## src/rtl/tcp_rx_engine.sv

```systemverilog
// tcp_rx_engine: receive-side TCP header processing.
// CAM lookup, flow install with SYN-ACK, and state read-modify-write.
package tcp_rx_pkg;

  localparam int TCP_FIN = 0;
  localparam int TCP_SYN = 1;
  localparam int TCP_RST = 2;
  localparam int TCP_PSH = 3;
  localparam int TCP_ACK = 4;

  localparam logic [1:0] SCHED_NOP = 2'd0;
  localparam logic [1:0] SCHED_SET = 2'd1;
  localparam logic [1:0] SCHED_CLR = 2'd2;

  typedef struct packed {
    logic [15:0] src_port;
    logic [15:0] dst_port;
    logic [31:0] seq_num;
    logic [31:0] ack_num;
    logic [3:0]  data_offset;
    logic [3:0]  rsvd;
    logic [7:0]  flags;
    logic [15:0] win_size;
    logic [15:0] chksum;
    logic [15:0] urg_ptr;
  } tcp_pkt_hdr;

  typedef struct packed {
    logic [31:0] payload_addr;
    logic [15:0] payload_len;
  } smol_payload_buf_struct;

  typedef struct packed {
    logic [31:0] host_ip;
    logic [31:0] dest_ip;
    logic [15:0] host_port;
    logic [15:0] dest_port;
  } four_tuple_struct;

  typedef struct packed {
    logic [7:0]  flowid;
    logic [1:0]  rt_pend_set_clear;
    logic [1:0]  ack_pend_set_clear;
    logic [1:0]  data_pend_set_clear;
    logic [31:0] rt_timestamp;
    logic [31:0] ack_timestamp;
  } sched_cmd_struct;

endpackage

module tcp_rx_engine
  import tcp_rx_pkg::*;
#(
  parameter int          FLOWID_W      = 3,
  parameter int          RX_PTR_W      = 12,
  parameter int          TX_PTR_W      = 12,
  parameter logic [31:0] ISN           = 32'hff,
  parameter int          DUPACK_THRESH = 3,
  localparam int         DUP_W = $clog2(DUPACK_THRESH + 1),
  localparam int         FS_W  = 96 + 2 * (RX_PTR_W + 1) + DUP_W + 1
) (
  input  logic                  clk,
  input  logic                  rst,
  input  logic                  rx_hdr_val,
  output logic                  rx_hdr_rdy,
  input  logic [31:0]           rx_src_ip,
  input  logic [31:0]           rx_dst_ip,
  input  tcp_pkt_hdr            rx_tcp_hdr,
  input  smol_payload_buf_struct rx_payload_entry,
  output four_tuple_struct      cam_lookup_tag,
  input  logic                  cam_lookup_hit,
  input  logic [FLOWID_W-1:0]   cam_lookup_flowid,
  input  logic                  flowid_avail,
  input  logic [FLOWID_W-1:0]   flowid_alloc_flowid,
  output logic                  flowid_alloc_req,
  output logic                  state_rd_val,
  output logic [FLOWID_W-1:0]   state_rd_addr,
  input  logic [FS_W-1:0]       state_rd_data,
  output logic                  state_wr_val,
  output logic [FLOWID_W-1:0]   state_wr_addr,
  output logic [FS_W-1:0]       state_wr_data,
  output logic                  tx_head_wr_val,
  output logic [TX_PTR_W:0]     tx_head_wr_data,
  output logic                  pkt_accept_val,
  output logic [FLOWID_W-1:0]   pkt_accept_flowid,
  output smol_payload_buf_struct pkt_accept_entry,
  output logic                  sched_cmd_val,
  output sched_cmd_struct       sched_cmd,
  output logic                  new_flow_val,
  output logic [FLOWID_W-1:0]   new_flow_flowid,
  output four_tuple_struct      new_flow_entry,
  output logic [FS_W-1:0]       new_flow_state,
  output logic                  synack_val,
  input  logic                  synack_rdy,
  output tcp_pkt_hdr            synack_hdr,
  output logic [31:0]           synack_src_ip,
  output logic [31:0]           synack_dst_ip,
  output logic [FLOWID_W-1:0]   synack_flowid,
  output logic                  flow_close_val,
  output logic [FLOWID_W-1:0]   flow_close_flowid,
  output logic [31:0]           drop_cnt
);

  typedef struct packed {
    logic [31:0]      their_ack;
    logic [31:0]      our_ack;
    logic [31:0]      our_seq;
    logic [RX_PTR_W:0] rx_head;
    logic [RX_PTR_W:0] rx_tail;
    logic [DUP_W-1:0] dup_cnt;
    logic             fin_rcvd;
  } fs_t;

  typedef enum logic [2:0] {
    IDLE, LOOKUP, NEW_FLOW, SYNACK, RD, RD_WAIT, CALC, WR
  } state_e;

  localparam logic [RX_PTR_W:0] RX_SIZE = (RX_PTR_W + 1)'(1) << RX_PTR_W;
  localparam logic [DUP_W-1:0]  DUP_MAX = DUP_W'(DUPACK_THRESH);

  state_e                 state, state_nxt;
  logic [31:0]            src_ip_r, dst_ip_r;
  tcp_pkt_hdr             hdr_r;
  smol_payload_buf_struct entry_r;
  logic [FLOWID_W-1:0]    flowid_r;
  fs_t                    fs_r, wr_fs_r, c_fs, nf_fs;
  logic                   wr_en_r, close_r, acc_r, txh_r;
  logic [1:0]             rt_r, ack_r, data_r;
  logic                   c_wr, c_close, c_acc, c_txh, c_drop;
  logic [1:0]             c_rt, c_ack, c_data;
  logic                   lk_alloc, drop_inc;
  logic [15:0]            len;
  logic [RX_PTR_W:0]      used, free;
  logic [31:0]            d_ack, d_seq;
  logic                   is_rst, is_fin, is_ack, in_seq, accept;
  logic                   new_ack, dup_ack;
  logic                   unused_hdr;

  assign unused_hdr = ^{hdr_r.data_offset, hdr_r.rsvd, hdr_r.flags[7:5],
                        hdr_r.flags[TCP_PSH], hdr_r.win_size,
                        hdr_r.chksum, hdr_r.urg_ptr};

  assign cam_lookup_tag = '{host_ip: dst_ip_r, dest_ip: src_ip_r,
                            host_port: hdr_r.dst_port,
                            dest_port: hdr_r.src_port};
  assign new_flow_entry    = cam_lookup_tag;
  assign new_flow_flowid   = flowid_r;
  assign new_flow_state    = nf_fs;
  assign synack_flowid     = flowid_r;
  assign synack_src_ip     = dst_ip_r;
  assign synack_dst_ip     = src_ip_r;
  assign state_rd_addr     = flowid_r;
  assign state_wr_addr     = flowid_r;
  assign state_wr_data     = wr_fs_r;
  assign tx_head_wr_data   = hdr_r.ack_num[TX_PTR_W:0];
  assign pkt_accept_flowid = flowid_r;
  assign pkt_accept_entry  = entry_r;
  assign flow_close_flowid = flowid_r;
  assign sched_cmd = '{flowid: 8'(flowid_r), rt_pend_set_clear: rt_r,
                       ack_pend_set_clear: ack_r,
                       data_pend_set_clear: data_r,
                       rt_timestamp: '0, ack_timestamp: '0};

  assign lk_alloc = hdr_r.flags[TCP_SYN] & ~hdr_r.flags[TCP_ACK]
                  & flowid_avail;

  // Fresh flow state and SYN-ACK header derived from the captured SYN.
  always_comb begin
    nf_fs           = '0;
    nf_fs.their_ack = hdr_r.seq_num + 32'd1;
    nf_fs.our_ack   = ISN + 32'd1;
    nf_fs.our_seq   = ISN + 32'd1;
    synack_hdr             = '0;
    synack_hdr.src_port    = hdr_r.dst_port;
    synack_hdr.dst_port    = hdr_r.src_port;
    synack_hdr.seq_num     = ISN;
    synack_hdr.ack_num     = hdr_r.seq_num + 32'd1;
    synack_hdr.data_offset = 4'd5;
    synack_hdr.flags[TCP_SYN] = 1'b1;
    synack_hdr.flags[TCP_ACK] = 1'b1;
    synack_hdr.win_size    = 16'hffff;
  end

  // Receive-window, sequence and ACK classification of the packet.
  always_comb begin
    len     = entry_r.payload_len;
    is_rst  = hdr_r.flags[TCP_RST];
    is_fin  = hdr_r.flags[TCP_FIN];
    is_ack  = hdr_r.flags[TCP_ACK];
    used    = fs_r.rx_tail - fs_r.rx_head;
    free    = RX_SIZE - used;
    in_seq  = hdr_r.seq_num == fs_r.their_ack;
    accept  = in_seq && (32'(len) <= 32'(free));
    d_ack   = hdr_r.ack_num - fs_r.our_ack;
    d_seq   = hdr_r.ack_num - fs_r.our_seq;
    new_ack = is_ack && !d_ack[31] && (d_ack != '0)
            && (d_seq[31] || d_seq == '0);
    dup_ack = is_ack && (hdr_r.ack_num == fs_r.our_ack)
            && (len == '0) && (hdr_r.ack_num != fs_r.our_seq);
  end

  // Next flow state and side-effects computed from the read state.
  always_comb begin
    c_fs    = fs_r;
    c_wr    = 1'b1;
    c_close = 1'b0;
    c_acc   = 1'b0;
    c_txh   = 1'b0;
    c_drop  = 1'b0;
    c_rt    = SCHED_NOP;
    c_ack   = SCHED_NOP;
    c_data  = SCHED_NOP;
    if (is_rst) begin
      c_wr    = 1'b0;
      c_close = in_seq;
      c_drop  = !in_seq;
    end else begin
      if ((len != '0) || is_fin) begin
        c_ack = SCHED_SET;
        if (accept) begin
          c_fs.their_ack = fs_r.their_ack + 32'(len)
                         + (is_fin ? 32'd1 : 32'd0);
          c_fs.rx_tail = fs_r.rx_tail + (RX_PTR_W + 1)'(len);
          c_acc        = len != '0;
          if (len != '0) c_data = SCHED_SET;
          if (is_fin) c_fs.fin_rcvd = 1'b1;
        end
      end
      if (new_ack) begin
        c_fs.our_ack = hdr_r.ack_num;
        c_fs.dup_cnt = '0;
        c_txh        = 1'b1;
        c_rt         = SCHED_SET;
      end else if (dup_ack && fs_r.dup_cnt != DUP_MAX) begin
        c_fs.dup_cnt = fs_r.dup_cnt + DUP_W'(1);
        if (fs_r.dup_cnt == DUP_MAX - DUP_W'(1)) c_rt = SCHED_SET;
      end
    end
  end

  // FSM next state and per-state strobes.
  always_comb begin
    state_nxt        = state;
    rx_hdr_rdy       = 1'b0;
    flowid_alloc_req = 1'b0;
    state_rd_val     = 1'b0;
    new_flow_val     = 1'b0;
    synack_val       = 1'b0;
    state_wr_val     = 1'b0;
    tx_head_wr_val   = 1'b0;
    pkt_accept_val   = 1'b0;
    sched_cmd_val    = 1'b0;
    flow_close_val   = 1'b0;
    drop_inc         = 1'b0;
    unique case (state)
      IDLE: begin
        rx_hdr_rdy = 1'b1;
        if (rx_hdr_val) state_nxt = LOOKUP;
      end
      LOOKUP: begin
        if (cam_lookup_hit) begin
          state_nxt = RD;
        end else if (lk_alloc) begin
          flowid_alloc_req = 1'b1;
          state_nxt        = NEW_FLOW;
        end else begin
          drop_inc  = 1'b1;
          state_nxt = IDLE;
        end
      end
      NEW_FLOW: begin
        new_flow_val = 1'b1;
        state_nxt    = SYNACK;
      end
      SYNACK: begin
        synack_val = 1'b1;
        if (synack_rdy) state_nxt = IDLE;
      end
      RD: begin
        state_rd_val = 1'b1;
        state_nxt    = RD_WAIT;
      end
      RD_WAIT: state_nxt = CALC;
      CALC: begin
        drop_inc  = c_drop;
        state_nxt = WR;
      end
      WR: begin
        state_wr_val   = wr_en_r;
        sched_cmd_val  = wr_en_r;
        tx_head_wr_val = txh_r;
        pkt_accept_val = acc_r;
        flow_close_val = close_r;
        state_nxt      = IDLE;
      end
      default: state_nxt = IDLE;
    endcase
  end

  // State register.
  always_ff @(posedge clk) begin
    if (rst) state <= IDLE;
    else     state <= state_nxt;
  end

  // Saturating count of dropped packets.
  always_ff @(posedge clk) begin
    if (rst) drop_cnt <= '0;
    else if (drop_inc && drop_cnt != '1) drop_cnt <= drop_cnt + 32'd1;
  end

  // Packet capture, flow ID latch, state read and CALC result registers.
  always_ff @(posedge clk) begin
    if (state == IDLE && rx_hdr_val) begin
      src_ip_r <= rx_src_ip;
      dst_ip_r <= rx_dst_ip;
      hdr_r    <= rx_tcp_hdr;
      entry_r  <= rx_payload_entry;
    end
    if (state == LOOKUP) begin
      if (cam_lookup_hit) flowid_r <= cam_lookup_flowid;
      else if (lk_alloc)  flowid_r <= flowid_alloc_flowid;
    end
    if (state == RD_WAIT) fs_r <= state_rd_data;
    if (state == CALC) begin
      wr_fs_r <= c_fs;
      wr_en_r <= c_wr;
      close_r <= c_close;
      acc_r   <= c_acc;
      txh_r   <= c_txh;
      rt_r    <= c_rt;
      ack_r   <= c_ack;
      data_r  <= c_data;
    end
  end

endmodule

```

## config.mk

```make
export PLATFORM = sky130hd
export DESIGN_NAME = tcp_rx_engine
export DESIGN_NICKNAME = d
export VERILOG_FILES = /design/src/rtl/tcp_rx_engine.sv
export SDC_FILE = /design/constraint.sdc
export NUM_CORES = 1
export LEC_CHECK = 0
export ABC_AREA = 1
export CORE_AREA = 2 2 502 504
export DETAILED_ROUTE_END_ITERATION = 10
export DIE_AREA = 0 0 504 506
export HOLD_SLACK_MARGIN = 0.12
export SYNTH_ARGS = -nofsm -noshare
export SYNTH_HDL_FRONTEND = slang
export SYNTH_SLANG_ARGS = --single-unit
```

## constraint.sdc

```tcl
create_clock -name clk -period 10.2 [get_ports clk]
set_input_delay 2.04 -clock clk [delete_from_list [all_inputs] [get_ports clk]]
set_output_delay 2.04 -clock clk [all_outputs]
set_load 0.03 [all_outputs]
```

# Yosys cells after proc, flatten, opt, wreduce, memory -nomap -nowiden
# Index checks and enable logic that the tools add are counted.
# word_totals
romBits	0
memories	0
input_bits	409
ram_bits	0
wordCells	132
latchBits	0
register_bits	510
out_inout_bits	865
# op_classes
magnitude_cmp	1
n_mul	0
bitwise	6
muxes	42
n_eq_ne	15
n_reduce_logical	24
shift	0
div_mod_pow	0
addsub	10
# op_table
cell	n
32-bit 2-to-1 mux	3
32-bit by 1-bit adder with 32-bit output (second input constant)	2
32-bit == test	2
64-bit 2-to-1 mux	1
32-bit subtractor	2
32-bit by 1-bit adder with 32-bit output	1
32-bit by 16-bit adder with 32-bit output	1
32-bit logical NOT	1
32-bit inequality test	1
32-bit inequality test (second input constant)	1
32-bit nonzero test	1
13-bit 2-to-1 mux	2
1-bit 2-to-1 mux	25
3-bit case mux with 8 select lines	1
16-bit by 13-bit <= comparator with 1-bit output	1
16-bit logical NOT	1
16-bit 2-to-1 mux	1
16-bit nonzero test	1
3-bit 2-to-1 mux	5
13-bit adder	1
13-bit subtractor	1
13-bit subtractor (first input constant)	1
3-bit == test (second input constant)	4
1-bit logical AND	10
15 further kinds	28

# Logic depth before layout (Yosys ltp)
# logic_depth
ltp_word	8
ltp_mapped	30
mapped_depth_nobuf	29

# Least setup slack after synthesis
# Ideal clock, no wire load.
# synth_timing
path_type	flip-flop to flip-flop
start	register state[2]
end	register fs_r (netlist bit c_fs[16]) (enable)
path_stages_with_launch	3
slack_ps	344
t_required_ps	9433
arrival_time_ps	9089
setup_ps	767
path_cell_list	dfxtp_1 > inv_1 > nor3_1
# synth_via
elab_chain_len	1
# synth_lines
element	line_no	source
from (decl)	121	state_e state, state_nxt;
from (signal assigned)	303	else state <= state_nxt;
3-bit == test	324	if (state == RD_WAIT) fs_r <= state_rd_data;
to (signal assigned)	324	
to (decl)	126	fs_t fs_r, wr_fs_r, c_fs, nf_fs;
# Every way passes these cells.
# A chain may end at the register's enable or synchronous reset.

==> out/results.tsv <==
stage	metric	value	unit
finish	Core Util, Final	0.173	
synthesis	Post-synth EDFFs	471	
timing	Hold Slack	448	ps
synthesis	cells after synthesis	3349	
power_and_ir_drop	VDD IR max	0.138	mV
timing	unrepaired setup endpoints after global routing	false	
timing	final hold vios	0	
timing	Max Clock Freq	0.163	GHz
synthesis	register bit total from synthesis	506	
grt	initial antenna violation count	57	
route	detailed-route via count	24800	
grt	grt ovf	0	
timing	Final Max Slew Viols	0	
clocking	Skew-Pair Late Insertion Delay	710	ps
clocking	clk root buf	clkbuf_16	
timing	relative slew slack	0.329	
route	drt drc	0	
route	via density per instance	3.32	
clocking	Hold-fix buffers, CTS	0	
floorplanning	IO Count	1274	
clocking	H-tree depth	3	
clocking	CTS clk-pin slew, worst paths	70	ps
route	total wire length	170	mm
finish	Final #Nets	4611	
grt	GRT met2 Usage	0.217	
timing	fin crit period	6120	ps
setup_path	WS Path Type	reg2out	
floorplanning	Starting Density	0.122	
grt	GR peak layer	met2	
timing	Worst-Margin Slew	1010	ps
setup_path	Setup crit end kind	output port	
run_status	status	completed	
setup_path	number of cells on the critical path	9	
place	Placer Congestion	0.944	
floorplanning	Die Span Y	506	um
grt	largest net degree at the start of global routing	116	
clocking	Clock Tree Buf Depth	3	
clocking	total setup buffers inserted after CTS	0	
synthesis	sequential area share after synthesis	0.487	
timing	Tcrit/Tclk final	0.600	
grt	vias in the first global route	23900	
synthesis	Synth top area share	0.464	
route	Initial DRT Pass Iterations	5	
finish	share of layout cells above drive strength 1	0.0378	
job	max_cap viols	0	
timing	post-route setup TNS	0	ps
finish	filler instances	28000	
power_and_ir_drop	leakage	17.2	nW
route	antenna viol nets, final	0	
floorplanning	DIE AREA	255000	um2
synthesis	Synth area leader	edfxtp_1	
floorplanning	FP Rows	184	
setup_path	CP max FO	4	
setup_path	Crit path top cell by count	nand3_1	
grt	met3 Usage GRT	0.0404	
place	Post-DP HPWL	147	mm
power_and_ir_drop	Switching Share	0.352	
timing	Final WS setup	4080	ps
power_and_ir_drop	register share of total power	0.391	
grt	first-pass GRT wire length	219	mm
setup_path	worst path cell trace	nand3_1, nor3b_2, nand3_1, nor2_1, nand3b_1, nor4_1, nand4_1, xnor2_1, clkdlybuf4s50_1	
setup_path	family with the most delay on the worst path	simple AND/OR/NAND/NOR gates	
grt	gr usage total	0.128	
floorplanning	Die Width	504	um
timing	Setup Viol. Count Final	0	
power_and_ir_drop	Switch Pwr	2.35	mW
synthesis	synthesized area	30500	um2
clocking	Clock Sinks	506	
route	DR iter-0 viols	1840	
route	drt wl/cell	22.8	um
synthesis	synth unique cells	52	
setup_path	Buf/Inv on CP	1	
synthesis	most frequent cells after synthesis	nand2_1 (833), buf_4 (552), edfxtp_1 (471)	
clocking	CTS tree	yes	
setup_path	R2R depth	28	
power_and_ir_drop	Comb pwr share	0.235	
timing	Clock Skew	55.4	ps
clocking	CTS Buf Count	70	
min_path	worst hold path cell count	0	
synthesis	ys async rst share	0	
place	IO Port Bufs	952	
finish	synthesis-to-finish area growth	42.2	%
synthesis	Synth area leaders	edfxtp_1 (46%), buf_4 (14%), nand2_1 (10%)	
setup_path	critical path startpoint category	flip-flop	
power_and_ir_drop	Pwr per Cell Area	154	nW/um2
setup_path	critical path's slowest cell	clkdlybuf4s50_1	
setup_path	Data arrival, critical path	4080	ps
power_and_ir_drop	P_int	4.33	mW
power_and_ir_drop	total power	6.68	mW
min_path	worst min-delay path class	reg2reg	
floorplanning	Placeable Area	250000	um2
setup_path	Critical Path RT	8160	ps
place	DP Worst Slack	4360	ps
clocking	CTS resizes	0	
synthesis	synthesized area per cell	9.10	um2
grt	met1 Use GR	0.155	
synthesis	Top FF cell, synth	edfxtp_1	
synthesis	yosys warns	0	
setup_path	Worst path max stage delay	740	ps
synthesis	most common cell in the netlist	nand2_1	
power_and_ir_drop	share of total power in the clock network	0.374	
cell usage in the layout, fill, tap and decap left out, types with 19 or more instances in the layout:
master / instances
ha_1: 129
nand4_1: 71
a21oi_1: 112
edfxtp_1: 471
o21ai_0: 47
dfxtp_1: 35
inv_1: 439
conb_1: 261
nor4_1: 19
nor2_1: 219
clkbuf_16: 71
xor2_1: 100
xnor2_1: 43
nand2_1: 833
nor3_1: 50
nand3_1: 97
clkdlybuf4s50_1: 952
path summary, 6_finish.rpt:
check	slack, ps	endpoint	startpoint
max	4080	synack_hdr[93]	hdr_r[98]$_DFFE_PP_
min	450	state_wr_data[47]$_DFFE_PP_	c_fs[47]$_DFFE_PP_
max reg2reg	4610	state_wr_data[119]$_DFFE_PP_	fs_r[4]$_DFFE_PP_
min reg2reg	450	state_wr_data[47]$_DFFE_PP_	c_fs[47]$_DFFE_PP_
sequential cells by signal (all words and copies together) (netlist names), 3 cells and up:
name / cells
hdr_r: 55
fs_r: 80
synack_dst_ip: 32
drop_cnt: 32
state: 3
synack_src_ip: 32
state_wr_data: 125
flow_close_flowid: 3
pkt_accept_entry: 32
c_fs: 45
len: 16
cam_lookup_tag: 32
tx_head_wr_data: 13
stage by stage:
stage	std cells	area (um2)
global route	7471	43300
global placement	7345	41000
detailed placement	7345	41000
finish	7478	43300
floorplan	3608	31500
CTS	7470	43300
cells by family after synthesis:
group,synth area share
adders and majority gates,0.0556
other,0.000246
and+or+nand+nor,0.184
AOI/OAI and AO/OA,0.0360
DFF,0.487
buffers and inverters,0.196
xor gates and xnor gates,0.0411
worst register-to-register path, delay by kind of cell (launching register included):
family	cells	cell delay, ps
AND/OR/NAND/NOR	11	1450
flip-flops	1	400
XOR/XNOR	1	150
AO/OA/AOI/OAI	7	1360
adder cells (fa/ha/maj)	4	1140
buffers and inverters	5	810
final cells by class:
class	instances	area, um2	share of cell area
inverter	448	1680	0.0388
clock inverter	42	437	0.0101
antenna	8	20.0	0.000462
tap	3348	4190	0.0967
sequential	506	14800	0.343
timing repair buffer	968	9670	0.223
clock buffer	83	1830	0.0423
multi-input combinational	2075	10700	0.246
per-layer routing:
layer / vias up / routed length, um
li1: 11500 / -
met1: 11900 / 70500
met5: - / 57
met4: 10 / 5100
met3: 201 / 13800
met2: 1244 / 80800
power groups by stage:
stage | sequential, mW | combinational (mW) | clock (mW)
global route | 2.62 | 1.68 | 2.67
finish | 2.61 | 1.57 | 2.50
detailed placement | 2.66 | 1.58 | 0
floorplan | 2.61 | 1.02 | 0
global placement | 2.66 | 1.58 | 0
CTS | 2.62 | 1.59 | 2.61
(Power assumes the default switching activity.)
